==> config.mk <==
export PLATFORM = sky130hd
export DESIGN_NAME = audio_param_scheduler_flat
export DESIGN_NICKNAME = d
export VERILOG_FILES = /design/src/rtl/audio_param_if.sv /design/src/rtl/audio_param_scheduler.sv /design/src/flat_wrapper.sv
export SDC_FILE = /design/constraint.sdc
export NUM_CORES = 1
export LEC_CHECK = 0
export CORE_MARGIN = 1.5
export CORE_UTILIZATION = 66
export CTS_CLUSTER_SIZE = 12
export DETAILED_ROUTE_END_ITERATION = 8
export GPL_TIMING_DRIVEN = 1
export HOLD_SLACK_MARGIN = 0.02
export PLACE_DENSITY = 0.88
export RECOVER_POWER = 25
export SLEW_MARGIN = 20
export SYNTH_ARGS = -nofsm -noshare
export SYNTH_HDL_FRONTEND = slang
export SYNTH_SLANG_ARGS = --single-unit
export TNS_END_PERCENT = 100
==> constraint.sdc <==
create_clock -name CLK -period 20.2 [get_ports CLK]
set_clock_uncertainty 0.05 [all_clocks]
set_input_delay 4.04 -clock CLK [delete_from_list [all_inputs] [get_ports CLK]]
set_output_delay 4.04 -clock CLK [all_outputs]
set_load 0.005 [all_outputs]
==> src/rtl/audio_param_if.sv <==
// Parameter bus between the scheduler and the audio datapath.
// master: scheduler drives the live parameters; slave: datapath supplies ticks.
interface audio_param_if;
    logic               sample_tick;
    logic signed [15:0] gain;
    logic signed [31:0] threshold;
    logic [3:0]         mix;
    logic               disabled;
    logic               param_update;
    logic               pending;

    modport master (
        input  sample_tick,
        output gain,
        output threshold,
        output mix,
        output disabled,
        output param_update,
        output pending
    );

    modport slave (
        output sample_tick,
        input  gain,
        input  threshold,
        input  mix,
        input  disabled,
        input  param_update,
        input  pending
    );
endinterface

==> src/rtl/audio_param_scheduler.sv <==
// Debounced pushbutton editing of shadow effect parameters, committed
// to the live outputs only on audio sample boundaries.
module audio_param_scheduler #(
    parameter int DEBOUNCE_CYCLES = 500000
) (
    input  logic          CLK,
    input  logic          RST_N,
    input  logic          key3,
    input  logic          key2,
    input  logic [9:0]    SW,
    audio_param_if.master bus
);

    localparam int CW = $clog2(DEBOUNCE_CYCLES) + 1;
    localparam logic [CW-1:0] CNT_MAX = CW'(DEBOUNCE_CYCLES - 1);

    localparam logic signed [15:0] GAIN_RST = 16'sd1;
    localparam logic signed [15:0] GAIN_MIN = 16'sd1;
    localparam logic signed [15:0] GAIN_MAX = 16'sd50;
    localparam logic signed [31:0] THR_RST  = 32'sd50;
    localparam logic signed [31:0] THR_MIN  = 32'sd20;
    localparam logic signed [31:0] THR_MAX  = 32'sd32000;
    localparam logic [3:0]         MIX_RST  = 4'd8;

    typedef enum logic [1:0] {
        RELEASED,
        DB_PRESS,
        PRESSED,
        DB_RELEASE
    } db_state_e;

    // Index 0 is key2 (increment), index 1 is key3 (decrement).
    logic [1:0]    sync1_q, sync1_d;
    logic [1:0]    sync2_q, sync2_d;
    db_state_e     db_q [2];
    db_state_e     db_d [2];
    logic [CW-1:0] cnt_q [2];
    logic [CW-1:0] cnt_d [2];
    logic [1:0]    ev;

    logic signed [15:0] gain_sh_q, gain_sh_d, gain_q, gain_d;
    logic signed [31:0] thr_sh_q, thr_sh_d, thr_q, thr_d;
    logic [3:0]         mix_sh_q, mix_sh_d, mix_q, mix_d;
    logic               pending_q, pending_d;
    logic               update_q, update_d;
    logic               disabled_q, disabled_d;

    logic               inc, dec, commit;
    logic signed [31:0] up_step, dn_step, thr_up, thr_dn;
    logic               unused_sw;

    assign unused_sw = ^SW[8:4];

    always_comb begin
        sync1_d = {key3, key2};
        sync2_d = sync1_q;
        ev      = 2'b00;
        for (int k = 0; k < 2; k++) begin
            db_d[k]  = db_q[k];
            cnt_d[k] = cnt_q[k];
            unique case (db_q[k])
                RELEASED: begin
                    if (!sync2_q[k]) begin
                        db_d[k]  = DB_PRESS;
                        cnt_d[k] = '0;
                    end
                end
                DB_PRESS: begin
                    if (sync2_q[k]) begin
                        db_d[k]  = RELEASED;
                        cnt_d[k] = '0;
                    end else if (cnt_q[k] == CNT_MAX) begin
                        db_d[k]  = PRESSED;
                        cnt_d[k] = '0;
                        ev[k]    = 1'b1;
                    end else begin
                        cnt_d[k] = cnt_q[k] + 1'b1;
                    end
                end
                PRESSED: begin
                    if (sync2_q[k]) begin
                        db_d[k]  = DB_RELEASE;
                        cnt_d[k] = '0;
                    end
                end
                DB_RELEASE: begin
                    if (!sync2_q[k]) begin
                        db_d[k]  = PRESSED;
                        cnt_d[k] = '0;
                    end else if (cnt_q[k] == CNT_MAX) begin
                        db_d[k]  = RELEASED;
                        cnt_d[k] = '0;
                    end else begin
                        cnt_d[k] = cnt_q[k] + 1'b1;
                    end
                end
                default: begin
                    db_d[k]  = RELEASED;
                    cnt_d[k] = '0;
                end
            endcase
        end
    end

    // Step size grows with the threshold so the wide range stays reachable.
    always_comb begin
        if (thr_sh_q < 32'sd100)       up_step = 32'sd10;
        else if (thr_sh_q < 32'sd500)  up_step = 32'sd50;
        else if (thr_sh_q < 32'sd1000) up_step = 32'sd100;
        else                           up_step = 32'sd500;

        if (thr_sh_q <= 32'sd100)       dn_step = 32'sd10;
        else if (thr_sh_q <= 32'sd500)  dn_step = 32'sd50;
        else if (thr_sh_q <= 32'sd1000) dn_step = 32'sd100;
        else                            dn_step = 32'sd500;

        thr_up = thr_sh_q + up_step;
        if (thr_up > THR_MAX) thr_up = THR_MAX;
        thr_dn = thr_sh_q - dn_step;
        if (thr_dn < THR_MIN) thr_dn = THR_MIN;
    end

    always_comb begin
        inc       = ev[0];
        dec       = ev[1] & ~ev[0];
        gain_sh_d = gain_sh_q;
        thr_sh_d  = thr_sh_q;
        mix_sh_d  = mix_sh_q;
        case (SW[3:0])
            4'd0: begin
                if (inc)      thr_sh_d = thr_up;
                else if (dec) thr_sh_d = thr_dn;
            end
            4'd1: begin
                if (inc && gain_sh_q < GAIN_MAX)
                    gain_sh_d = gain_sh_q + 16'sd1;
                else if (dec && gain_sh_q > GAIN_MIN)
                    gain_sh_d = gain_sh_q - 16'sd1;
            end
            4'd2: begin
                if (inc && mix_sh_q != 4'd15)
                    mix_sh_d = mix_sh_q + 4'd1;
                else if (dec && mix_sh_q != 4'd0)
                    mix_sh_d = mix_sh_q - 4'd1;
            end
            default: ;
        endcase

        // Live side samples the pre-edit shadow, so a coincident edit waits a tick.
        commit     = bus.sample_tick & pending_q;
        gain_d     = commit ? gain_sh_q : gain_q;
        thr_d      = commit ? thr_sh_q : thr_q;
        mix_d      = commit ? mix_sh_q : mix_q;
        pending_d  = (gain_sh_d != gain_d) | (thr_sh_d != thr_d) |
                     (mix_sh_d != mix_d);
        update_d   = commit;
        disabled_d = ~SW[9];
    end

    always_ff @(posedge CLK or negedge RST_N) begin
        if (!RST_N) begin
            sync1_q    <= 2'b11;
            sync2_q    <= 2'b11;
            for (int k = 0; k < 2; k++) begin
                db_q[k]  <= RELEASED;
                cnt_q[k] <= '0;
            end
            gain_sh_q  <= GAIN_RST;
            thr_sh_q   <= THR_RST;
            mix_sh_q   <= MIX_RST;
            gain_q     <= GAIN_RST;
            thr_q      <= THR_RST;
            mix_q      <= MIX_RST;
            pending_q  <= 1'b0;
            update_q   <= 1'b0;
            disabled_q <= 1'b1;
        end else begin
            sync1_q    <= sync1_d;
            sync2_q    <= sync2_d;
            for (int k = 0; k < 2; k++) begin
                db_q[k]  <= db_d[k];
                cnt_q[k] <= cnt_d[k];
            end
            gain_sh_q  <= gain_sh_d;
            thr_sh_q   <= thr_sh_d;
            mix_sh_q   <= mix_sh_d;
            gain_q     <= gain_d;
            thr_q      <= thr_d;
            mix_q      <= mix_d;
            pending_q  <= pending_d;
            update_q   <= update_d;
            disabled_q <= disabled_d;
        end
    end

    assign bus.gain         = gain_q;
    assign bus.threshold    = thr_q;
    assign bus.mix          = mix_q;
    assign bus.disabled     = disabled_q;
    assign bus.param_update = update_q;
    assign bus.pending      = pending_q;

endmodule

==> src/flat_wrapper.sv <==
// flat-port wrapper written by rule: the top's interface ports become plain ports
module audio_param_scheduler_flat 
#(
    parameter int DEBOUNCE_CYCLES = 500000
)
  (CLK, RST_N, key3, key2, SW, bus_sample_tick, bus_gain, bus_threshold, bus_mix, bus_disabled, bus_param_update, bus_pending);
  audio_param_if bus_i ();
  input  logic CLK;
  input  logic RST_N;
  input  logic key3;
  input  logic key2;
  input  logic [9:0] SW;
  input wire logic [$bits(bus_i.sample_tick)-1:0] bus_sample_tick;
  output wire logic [$bits(bus_i.gain)-1:0] bus_gain;
  output wire logic [$bits(bus_i.threshold)-1:0] bus_threshold;
  output wire logic [$bits(bus_i.mix)-1:0] bus_mix;
  output wire logic [$bits(bus_i.disabled)-1:0] bus_disabled;
  output wire logic [$bits(bus_i.param_update)-1:0] bus_param_update;
  output wire logic [$bits(bus_i.pending)-1:0] bus_pending;
  assign bus_i.sample_tick = bus_sample_tick;
  assign bus_gain = bus_i.gain;
  assign bus_threshold = bus_i.threshold;
  assign bus_mix = bus_i.mix;
  assign bus_disabled = bus_i.disabled;
  assign bus_param_update = bus_i.param_update;
  assign bus_pending = bus_i.pending;
  audio_param_scheduler #(.DEBOUNCE_CYCLES(DEBOUNCE_CYCLES)) u_core (.CLK(CLK), .RST_N(RST_N), .key3(key3), .key2(key2), .SW(SW), .bus(bus_i));
endmodule
# == After elaboration in Yosys (flattened, before gate mapping) ==
# Index checks and enable logic that the tools add are counted.
# word_totals
register_bits,155
input_bits,15
output_inout_bits,55
# classes
add_sub_neg,8
n_lt_le_gt_ge,10
eq_ne,22
mux,52
bitwise_logic,6
reduce_logical,12
# op_table
op,count
$mux 32,10
$mux 20,10
$pmux 20 s4,2
$mux 16,4
$add 20x1->20 const B,2
$eq 20x19->1 const B,2
$add 32x32->32,1
$gt 32x16->1 const B,1
$le 32x10->1 const B,1
$le 32x11->1 const B,1
$le 32x8->1 const B,1
$lt 32x10->1 const B,1
$lt 32x11->1 const B,1
$lt 32x6->1 const B,1
$lt 32x8->1 const B,1
$ne 32x32->1,1
$sub 32x32->32,1
$mux 2,12
$mux 9,2
$add 16x2->16 const B,1
$gt 16x2->1 const B,1
$lt 16x7->1 const B,1
$mux 4,4
$ne 16x16->1,1
other kinds (24),47

# == Depth between registers and ports, before layout ==
# Gate-level depths: netlist of run 1.
# depth
depth_word,13
ltp_mapped,34

# == Worst setup path before layout of run 1 ==
# OpenSTA, ideal clock, no wires.
# synth_path
path_kind,input port to flip-flop
startpoint,in SW[1]
endpoint,"reg u_core.pending_q, in the netlist u_core.bus.pending"
arrival_time_ps,6838
path_slack_ps,13173
stages,12
cell_sequence,nor4b_1 clkbuf_1 o32ai_1 a311o_1 xnor2_1 o211ai_1 nor4_1 and3_1 nand4_1 or4_1 nor3_1 nand4_1
# synth_via
elab_chain_cells,5
# synth_lines
element,line_no,text
"start, declared",flat_wrapper.sv:12,input logic [9:0] SW;
$eq 4x1->1,audio_param_scheduler.sv:129,case (SW[3:0])
$mux 16,audio_param_scheduler.sv:129,
named net u_core.gain_sh_d[11],audio_param_scheduler.sv:41,"logic signed [15:0] gain_sh_q, gain_sh_d, gain_q, gain_d;"
$ne 16x16->1,audio_param_scheduler.sv:154,pending_d = (gain_sh_d != gain_d) | (thr_sh_d != thr_d) |
$or 1x1->1 (2 in series),audio_param_scheduler.sv:154,
named net u_core.pending_d,audio_param_scheduler.sv:44,"logic pending_q, pending_d;"
"end signal, assigned",audio_param_scheduler.sv:190,pending_q <= pending_d;
"end, declared",audio_param_scheduler.sv:44,
# The timed path passes the listed nets, and every way through them passes these cells.
# A chain may end at the register's enable or synchronous reset.

# == Worst setup path after layout of run 1 ==
# layout_path
startpoint,reg u_core.thr_sh_q[19]
endpoint,"reg u_core.pending_q, in the netlist u_core.bus.pending"
# layout_via
elab_chain_cells,13
# layout_lines
element,line_no,text
"start, declared",audio_param_scheduler.sv:42,"logic signed [31:0] thr_sh_q, thr_sh_d, thr_q, thr_d;"
"start signal, assigned",audio_param_scheduler.sv:185,thr_sh_q <= thr_sh_d;
$le 32x11->1,audio_param_scheduler.sv:114,else if (thr_sh_q <= 32'sd1000) dn_step = 32'sd100;
$mux 9,audio_param_scheduler.sv:114,
$mux 32,audio_param_scheduler.sv:113,else if (thr_sh_q <= 32'sd500) dn_step = 32'sd50;
$mux 32,audio_param_scheduler.sv:112,if (thr_sh_q <= 32'sd100) dn_step = 32'sd10;
$sub 32x32->32,audio_param_scheduler.sv:119,thr_dn = thr_sh_q - dn_step;
$lt 32x6->1,audio_param_scheduler.sv:120,if (thr_dn < THR_MIN) thr_dn = THR_MIN;
$mux 32,audio_param_scheduler.sv:120,
$mux 32,audio_param_scheduler.sv:132,else if (dec) thr_sh_d = thr_dn;
$mux 32,audio_param_scheduler.sv:131,if (inc) thr_sh_d = thr_up;
$mux 32,audio_param_scheduler.sv:129,
$ne 32x32->1 *,audio_param_scheduler.sv:154,
$or 1x1->1 * (2 in series),audio_param_scheduler.sv:154,
named net u_core.pending_d,audio_param_scheduler.sv:44,
# The timed path passes the listed nets; every way through them passes the cells marked *.

==> impl_results.md, run 1 <==
- Run status: finished with violations
- Row count: just under 50
- Synth Area in Compound Gates: 22.0%
- Syn_nets: around 1600
- Worst setup endpoint: u_core.bus.pending
- CORE AREA: 17900 um2
- Worst path arrival time: 9870 ps
- Initial antenna violation count: 0
- Seq/Total Area, Yosys: 32.4%
- Cells after Synth: ~1600
- Full die area: 19000 um2
- First-pass GRT wire length: 61800 um
- CP Class: reg2reg
- Critical path's top delay family: simple AND/OR/NAND/NOR gates
- Ys Warns: 0
- Slew @ Worst Pin: 4460 ps
- Crit-path max FO: 23
- Xor/xnor cell area share of the yosys netlist: 6.56%
- Crit path from: u_core.thr_sh_q[19]
- TritonCTS Buffers: 17
- Maximum number of pins on one net before global-route repair: 83
- Non-filler cells, final: 1799
- TNS Setup: 0 ps
- Slowest cell on the critical path: or4_1
- Area growth syn-to-layout: 9.75%
- # DRC: 0
- Count of final hold-check violations: 0
- Pins over their slew limit: 83
- Share of layout cells above drive strength 1: 6.24%
- Post-Synth Simple-Gate Area: 30.0%
- Largest family of logic cells by synthesized area: simple AND/OR/NAND/NOR gates
- Cts hold-fix bufs: 0
- Fillers: roughly 1400
- Adder-Cell Fraction of Synth Area: 2.73%
- Initial DRC count: 1730
- Die height: between 100 and 150 um
- Critical Path RT: about 20000 ps
- Crit Reg-Reg Endpoint: u_core.bus.pending
- Post-CTS setup repair buffer count: 0
- Setup crit end kind: flip-flop
- Number of synthesized flops with an enable pin: 0
- Avg Cell Area, Syn: 7.68 um2
- Clock buffer depth: 2
- Ys flop type: dfrtp_1
- Post-synthesis register bit count: roughly 160
- Vias: 12528
- RSZ-0062 raised after global routing: no
- Overall routed net length: 39600 um
- Startpoint types: flip-flop
- Mux cell area share after synthesis: ~1.7%
- Violated checks: max-capacitance violations, max-slew violations
- H-tree depth: 4
- Slew headroom: -197%
- Final worst setup slack: 10550 ps
- Worst slack at placement: 11050 ps
- Fmax achieved: 104 MHz
- Reg clk slew, reported paths: 80 ps
- Antenna diodes: 0
- Initial core utilization: 67.1%
- CTS tree: built
- Gp weighted congestion: 0.999
- Top-level port count: 70
- Synth Cell Area: 12000 um2
- Reg2reg start: u_core.thr_sh_q[19]
- Post-cts gate resize count: 0
- Number of global-route vias before repair: 11550
- Placed insts: 1767
- Post-DP HPWL: roughly 27000 um
- Pwr per Cell Area: 70.6 nW/um2
- R2r setup slk: 10550 ps
- R2R depth: 30
- Worst-skew pair later-pin latency: 450 ps
- Synth cell types: 93
- Worst hold slack: ~300 ps
- Final antenna-violating net count: 0
- Final #Nets: 1597
- HP Class: reg2reg
- Levels on crit path: 30
- Routed WL per cell: 22.0 um
- Most frequent cells in the layout: nand2_1, dfrtp_1, nor2_1, o21ai_0, a21oi_1
- DR pass1 iterations: 9
- Fin crit period: 9650 ps
- Post-synth ARST share: between 90% and 100%
- Max VDD drop: 0.0699 mV
- Setup violators final: 0
- Tcrit/Tclk final: around 48%
- Maxcap violations: 1
- Die width: 138 um
- Total grt overflow: 0
- Lkg Pwr: approximately 0.0056 uW
- Crit path buf inv count: 1
- Sink Count: between 150 and 200
- Clock root cell: clkbuf_16
- Commonest non-fill, non-tap cell in the layout: nand2_1
- Port-buffer cells: 64
- Vias/cell: 6.96
- GRT Util Overall: 42.6%
- Power Total: 931 uW
- Slowest Stage Delay on Critical Path: between 600 and 700 ps
[worst min path at each step]
stage	startpoint	end	slack, ps	cells after the start
after floorplan	u_core.sync1_q[0]	u_core.sync2_q[0]	300	0
after global placement	u_core.sync1_q[1]	u_core.sync2_q[1]	300	0
after detailed placement	u_core.sync1_q[0]	u_core.sync2_q[0]	300	0
after CTS	u_core.sync1_q[0]	u_core.sync2_q[0]	300	0
after global routing	u_core.sync1_q[0]	u_core.sync2_q[0]	310	0
final	u_core.sync1_q[0]	u_core.sync2_q[0]	300	0
[sequential cells by signal, summed over array words and instances, names as in the netlist, named ones only]
name	count
u_core.bus.gain	16
u_core.thr_sh_q	32
u_core.mix_sh_q	4
u_core.bus.pending	1
u_core.bus.disabled	1
u_core.bus.threshold	32
u_core.bus.param_update	1
u_core.gain_sh_q	16
u_core.sync2_q	2
u_core.bus.mix	4
u_core.sync1_q	2
u_core.db_q	2
u_core.cnt_q	40
[metal layers]
layer	vias up	part of all wire [%]	global-route usage, %
met5	-	0	0
met1	5949	39	55.0
met4	0	6.1	26.0
li1	5652	-	-
met3	191	9.5	9.10
met2	736	45	65.3
[area by class of cell]
cell class                 count  area, um2  area share [%]
tap                          229        287            2.17
sequential                   155       3900            29.6
timing repair buffer          77        732            5.55
clock inverter                13        139            1.05
multi-input combinational   1270       7560            57.4
inverter                      36        135            1.02
clock buffer                  19        433            3.28
[logic make-up (layout without fill, tap and decap cells)]
logic type	after synthesis	after routing
buffers and inverters	139	145
AOI/OAI and AO/OA	406	406
and+or+nand+nor	729	729
muxes	20	20
xor gates and xnor gates	90	90
adders and majority gates	25	25
DFF	155	155
[metrics by stage]
| step | utilization [%] | cell area [um2] |
|---|---|---|
| 2_1_floorplan | - | 12000 |
| 3_3_place_gp | 70.6 | 12600 |
| 3_5_place_dp | 70.6 | 12600 |
| 4_1_cts | 73.8 | 13200 |
| 5_1_grt | 73.7 | 13200 |
| 6_report | 73.7 | 13200 |
[where the power goes]
group	leakage (uW)	switching (uW)	total [uW]	internal [uW]
clock network	0.000279	148	321	173
logic	0.00327	146	239	93.7
registers	0.00201	40.7	370	329
total	0.00556	334	931	597
[cell usage after synthesis, types with 14 or more instances]
cell type | n | share of area, %
o21ai_0 | 135 | 5.6
nand2_1 | 273 | 8.5
mux2i_1 | 18 | 1.5
inv_1 | 35 | 1.1
a21oi_1 | 81 | 3.4
clkbuf_1 | 78 | 2.4
dfrtp_1 | 140 | 29
nand4_1 | 42 | 2.2
nor3_1 | 39 | 1.6
and2_1 | 15 | 0.78
and3_1 | 42 | 2.2
nand2b_1 | 14 | 0.73
xor2_1 | 41 | 3.0
nor2_1 | 138 | 4.3
dfstp_2 | 15 | 3.3
a31oi_1 | 25 | 1.3
xnor2_1 | 49 | 3.6
nand3_1 | 57 | 2.4
ha_1 | 23 | 2.4
nor4_1 | 24 | 1.2
[worst register-to-register path, delay by kind of cell (launching register included)]
| kind | cells | cell delay (ps) |
|---|---|---|
| XOR/XNOR | 1 | 190 |
| AO/OA/AOI/OAI | 7 | 1720 |
| adder cells (fa/ha/maj) | 3 | 1180 |
| AND/OR/NAND/NOR | 18 | 5240 |
| buffers and inverters | 1 | 500 |
| flip-flops | 1 | 600 |
Power figures use the tool's default switching activity.
==> inputs of run 2 (changes only) <==
--- a/config.mk
+++ b/config.mk
@@ -6,12 +6,12 @@
 export NUM_CORES = 1
 export LEC_CHECK = 0
 export CORE_MARGIN = 1.5
-export CORE_UTILIZATION = 66
+export CORE_UTILIZATION = 55
 export CTS_CLUSTER_SIZE = 12
 export DETAILED_ROUTE_END_ITERATION = 8
 export GPL_TIMING_DRIVEN = 1
 export HOLD_SLACK_MARGIN = 0.02
-export PLACE_DENSITY = 0.88
+export PLACE_DENSITY = 0.78
 export RECOVER_POWER = 25
 export SLEW_MARGIN = 20
 export SYNTH_ARGS = -nofsm -noshare
==> constraint.sdc (replaced) <==
create_clock -name CLK -period 7.8 [get_ports CLK]
set_clock_uncertainty 0.05 [all_clocks]
set_input_delay 1.56 -clock CLK [delete_from_list [all_inputs] [get_ports CLK]]
set_output_delay 1.56 -clock CLK [all_outputs]
set_load 0.005 [all_outputs]
==> impl_results.md, run 2 (same netlist as run 1, synthesis figures left out) <==
- First-pass GRT wire length: 64900 um (was 61800 um)
- Sink Count: 155 (unchanged)
- Tcrit/Tclk final: 96.0% (was 47.8%)
- GR Util met2: 57.8% (was 65.3%)
- Reg clk slew, reported paths: 70 ps (was 80 ps)
- Maxcap violations: 1 (unchanged)
- Post-DP HPWL: 29600 um (was 27500 um)
- Slew headroom: -256% (was -197%)
- Vias/cell: 6.67 (was 6.96)
- Startpoint types: flip-flop (unchanged)
- Total grt overflow: 0 (unchanged)
- Die height: 151 um (was 138 um)
- Worst path arrival time: 7750 ps (was 9870 ps)
- Vias: 12617 (was 12528)
- DR pass1 iterations: 6 (was 9)
- Run status: finished with violations (unchanged)
- Setup violators final: 0 (unchanged)
- TNS Setup: 0 ps (unchanged)
- Worst slack at placement: 38.7 ps (was 11050 ps)
- Power Total: 2530 uW (was 931 uW)
- H-tree depth: 4 (unchanged)
- Count of final hold-check violations: 0 (unchanged)
- HP Class: reg2reg (unchanged)
- Design area: 13700 um2 (was 13200 um2)
- Met1 Usage GRT: 50.2% (was 55.0%)
- CP Class: reg2reg (unchanged)
- Final worst setup slack: 311 ps (was 10550 ps)
- Commonest non-fill, non-tap cell in the layout: nand2_1 (unchanged)
- Crit-path max FO: 4 (was 23)
- Crit path top cell by count: nand4_1
- Final antenna-violating net count: 0 (unchanged)
- Critical Path RT: 8060 ps (was 20410 ps)
- Final #Nets: 1644 (was 1597)
- Worst-skew pair later-pin latency: 450 ps (about the same)
- Share of layout cells above drive strength 1: 9.83% (was 6.24%)
- GRT Util Overall: 37.2% (was 42.6%)
- Fin util: 64.8% (was 73.7%)
- Area growth syn-to-layout: 14.4% (was 9.75%)
- CTS tree: built (unchanged)
- Busiest grt layer: met2 (unchanged)
- Placed cell areas: 13100 um2 (was 12600 um2)
- Top reg by flops: u_core.cnt_q (unchanged)
- Port-buffer cells: 64 (unchanged)
- Full die area: 22700 um2 (was 19000 um2)
- Initial antenna violation count: 0 (unchanged)
- Row count: 53 (was 49)
- Number of global-route vias before repair: 11748 (was 11550)
- Pins over their slew limit: 98 (was 83)
- Slowest cell on the critical path: or4_1 (unchanged)
- Most frequent cells in the layout: nand2_1, dfrtp_1, nor2_1, o21ai_0, a21oi_1 (unchanged)
- Routed WL per cell: 21.8 um (was 22.0 um)
- Largest register FFs: 40 (unchanged)
- CORE AREA: 21200 um2 (was 17900 um2)
- Fin crit period: 7490 ps (was 9650 ps)
- Clock root cell: clkbuf_16 (unchanged)
- Max VDD drop: 0.157 mV (was 0.0699 mV)
- Clock buffer depth: 2 (unchanged)
- Die width: 151 um (was 138 um)
- Lkg Pwr: 0.00584 uW (was 0.00556 uW)
- Pwr per Cell Area: 184 nW/um2 (was 70.6 nW/um2)
- Top-level port count: 70 (unchanged)
- Maximum number of pins on one net before global-route repair: 98 (was 83)
- Violated checks: max-capacitance violations, max-slew violations (unchanged)
- RSZ-0062 raised after global routing: no (unchanged)
- Setup crit end kind: flip-flop (unchanged)
- Slew @ Worst Pin: 5340 ps (was 4460 ps)
- # DRC: 0 (unchanged)
- Slowest Stage Delay on Critical Path: 640 ps (was 620 ps)
- TritonCTS Buffers: 17 (unchanged)
- Overall routed net length: 41200 um (was 39600 um)
- Fmax achieved: 134 MHz (was 104 MHz)
- Initial DRC count: 1339 (was 1730)
- Gp weighted congestion: 1.04 (was 0.999)
- Initial core utilization: 56.6% (was 67.1%)
- GR Util met3: 7.26% (was 9.10%)
- Cts hold-fix bufs: 0 (unchanged)
- Antenna diodes: 0 (unchanged)
## run 2: cell count changes in the layout (fill, tap and decap cells not counted), moves of 2 or more
cell,delta
buf_4,+45
or2_2,+2
clkinv_4,-3
nor4_1,-2
bufinv_16,+2
o41ai_2,+2
or2_0,-2
nor4_4,+3
inv_6,+2
o41ai_1,-2
## run 2: cell type report
class / instances / area, um2
Clock inverter: 15 / 201
Sequential cell: 155 / 3900
Tap cell: 275 / 344
Multi-Input combinational cell: 1270 / 7650
Fill cell: 1861 / 7480
Timing Repair Buffer: 124 / 1090
Clock buffer: 17 / 425
Inverter: 36 / 135
## run 2: metal layers
layer	up-vias	wire length (um)
li1	5757	-
met1	5947	16800
met2	761	18300
met3	152	4040
met4	0	2070
met5	-	0
## run 2: report_power, final
group / internal, uW / switching [uW] / total [uW] / leakage, uW
Combinational: 270 / 424 / 694 / 0.00352
Sequential: 854 / 70.5 / 924 / 0.00201
Clock: 516 / 395 / 912 / 0.000308
Total: 1640 / 890 / 2530 / 0.00584
## run 2: per-stage QoR
step / hold WS [ps] / std cells
floorplan: 295 / 1564
global placement: 295 / 1860
detailed placement: 303 / 1860
CTS: 314 / 1892
global route: 329 / 1892
finish: 319 / 1892
## run 2: path summary, 6_finish.rpt
| kind | slack [ps] | depth (start not counted) | start | to |
|---|---|---|---|---|
| min in group asynchronous | 3010 | 1 | RST_N | u_core.cnt_q[38] |
| max reg2reg | 310 | 30 | u_core.thr_sh_q[15] | u_core.bus.pending |
| max | 310 | 30 | u_core.thr_sh_q[15] | u_core.bus.pending |
| min | 320 | 0 | u_core.sync1_q[0] | u_core.sync2_q[0] |
| max in group asynchronous | 1720 | 1 | RST_N | u_core.thr_sh_q[18] |
| min reg2reg | 320 | 0 | u_core.sync1_q[0] | u_core.sync2_q[0] |
## run 2: worst max-delay path, delay by kind of cell, from the launching register on
family,cells,cell delay (ps)
AOI/OAI and AO/OA,10,1840
xor gates and xnor gates,1,140
adders and majority gates,2,640
buffers and inverters,1,110
DFF,1,430
and+or+nand+nor,16,4120
## run 2: what timing repair did
item / CTS / global route
endpoints found under the setup margin: 0 / 1
buffers inserted: 0 / 0
gates resized for setup: 0 / 12
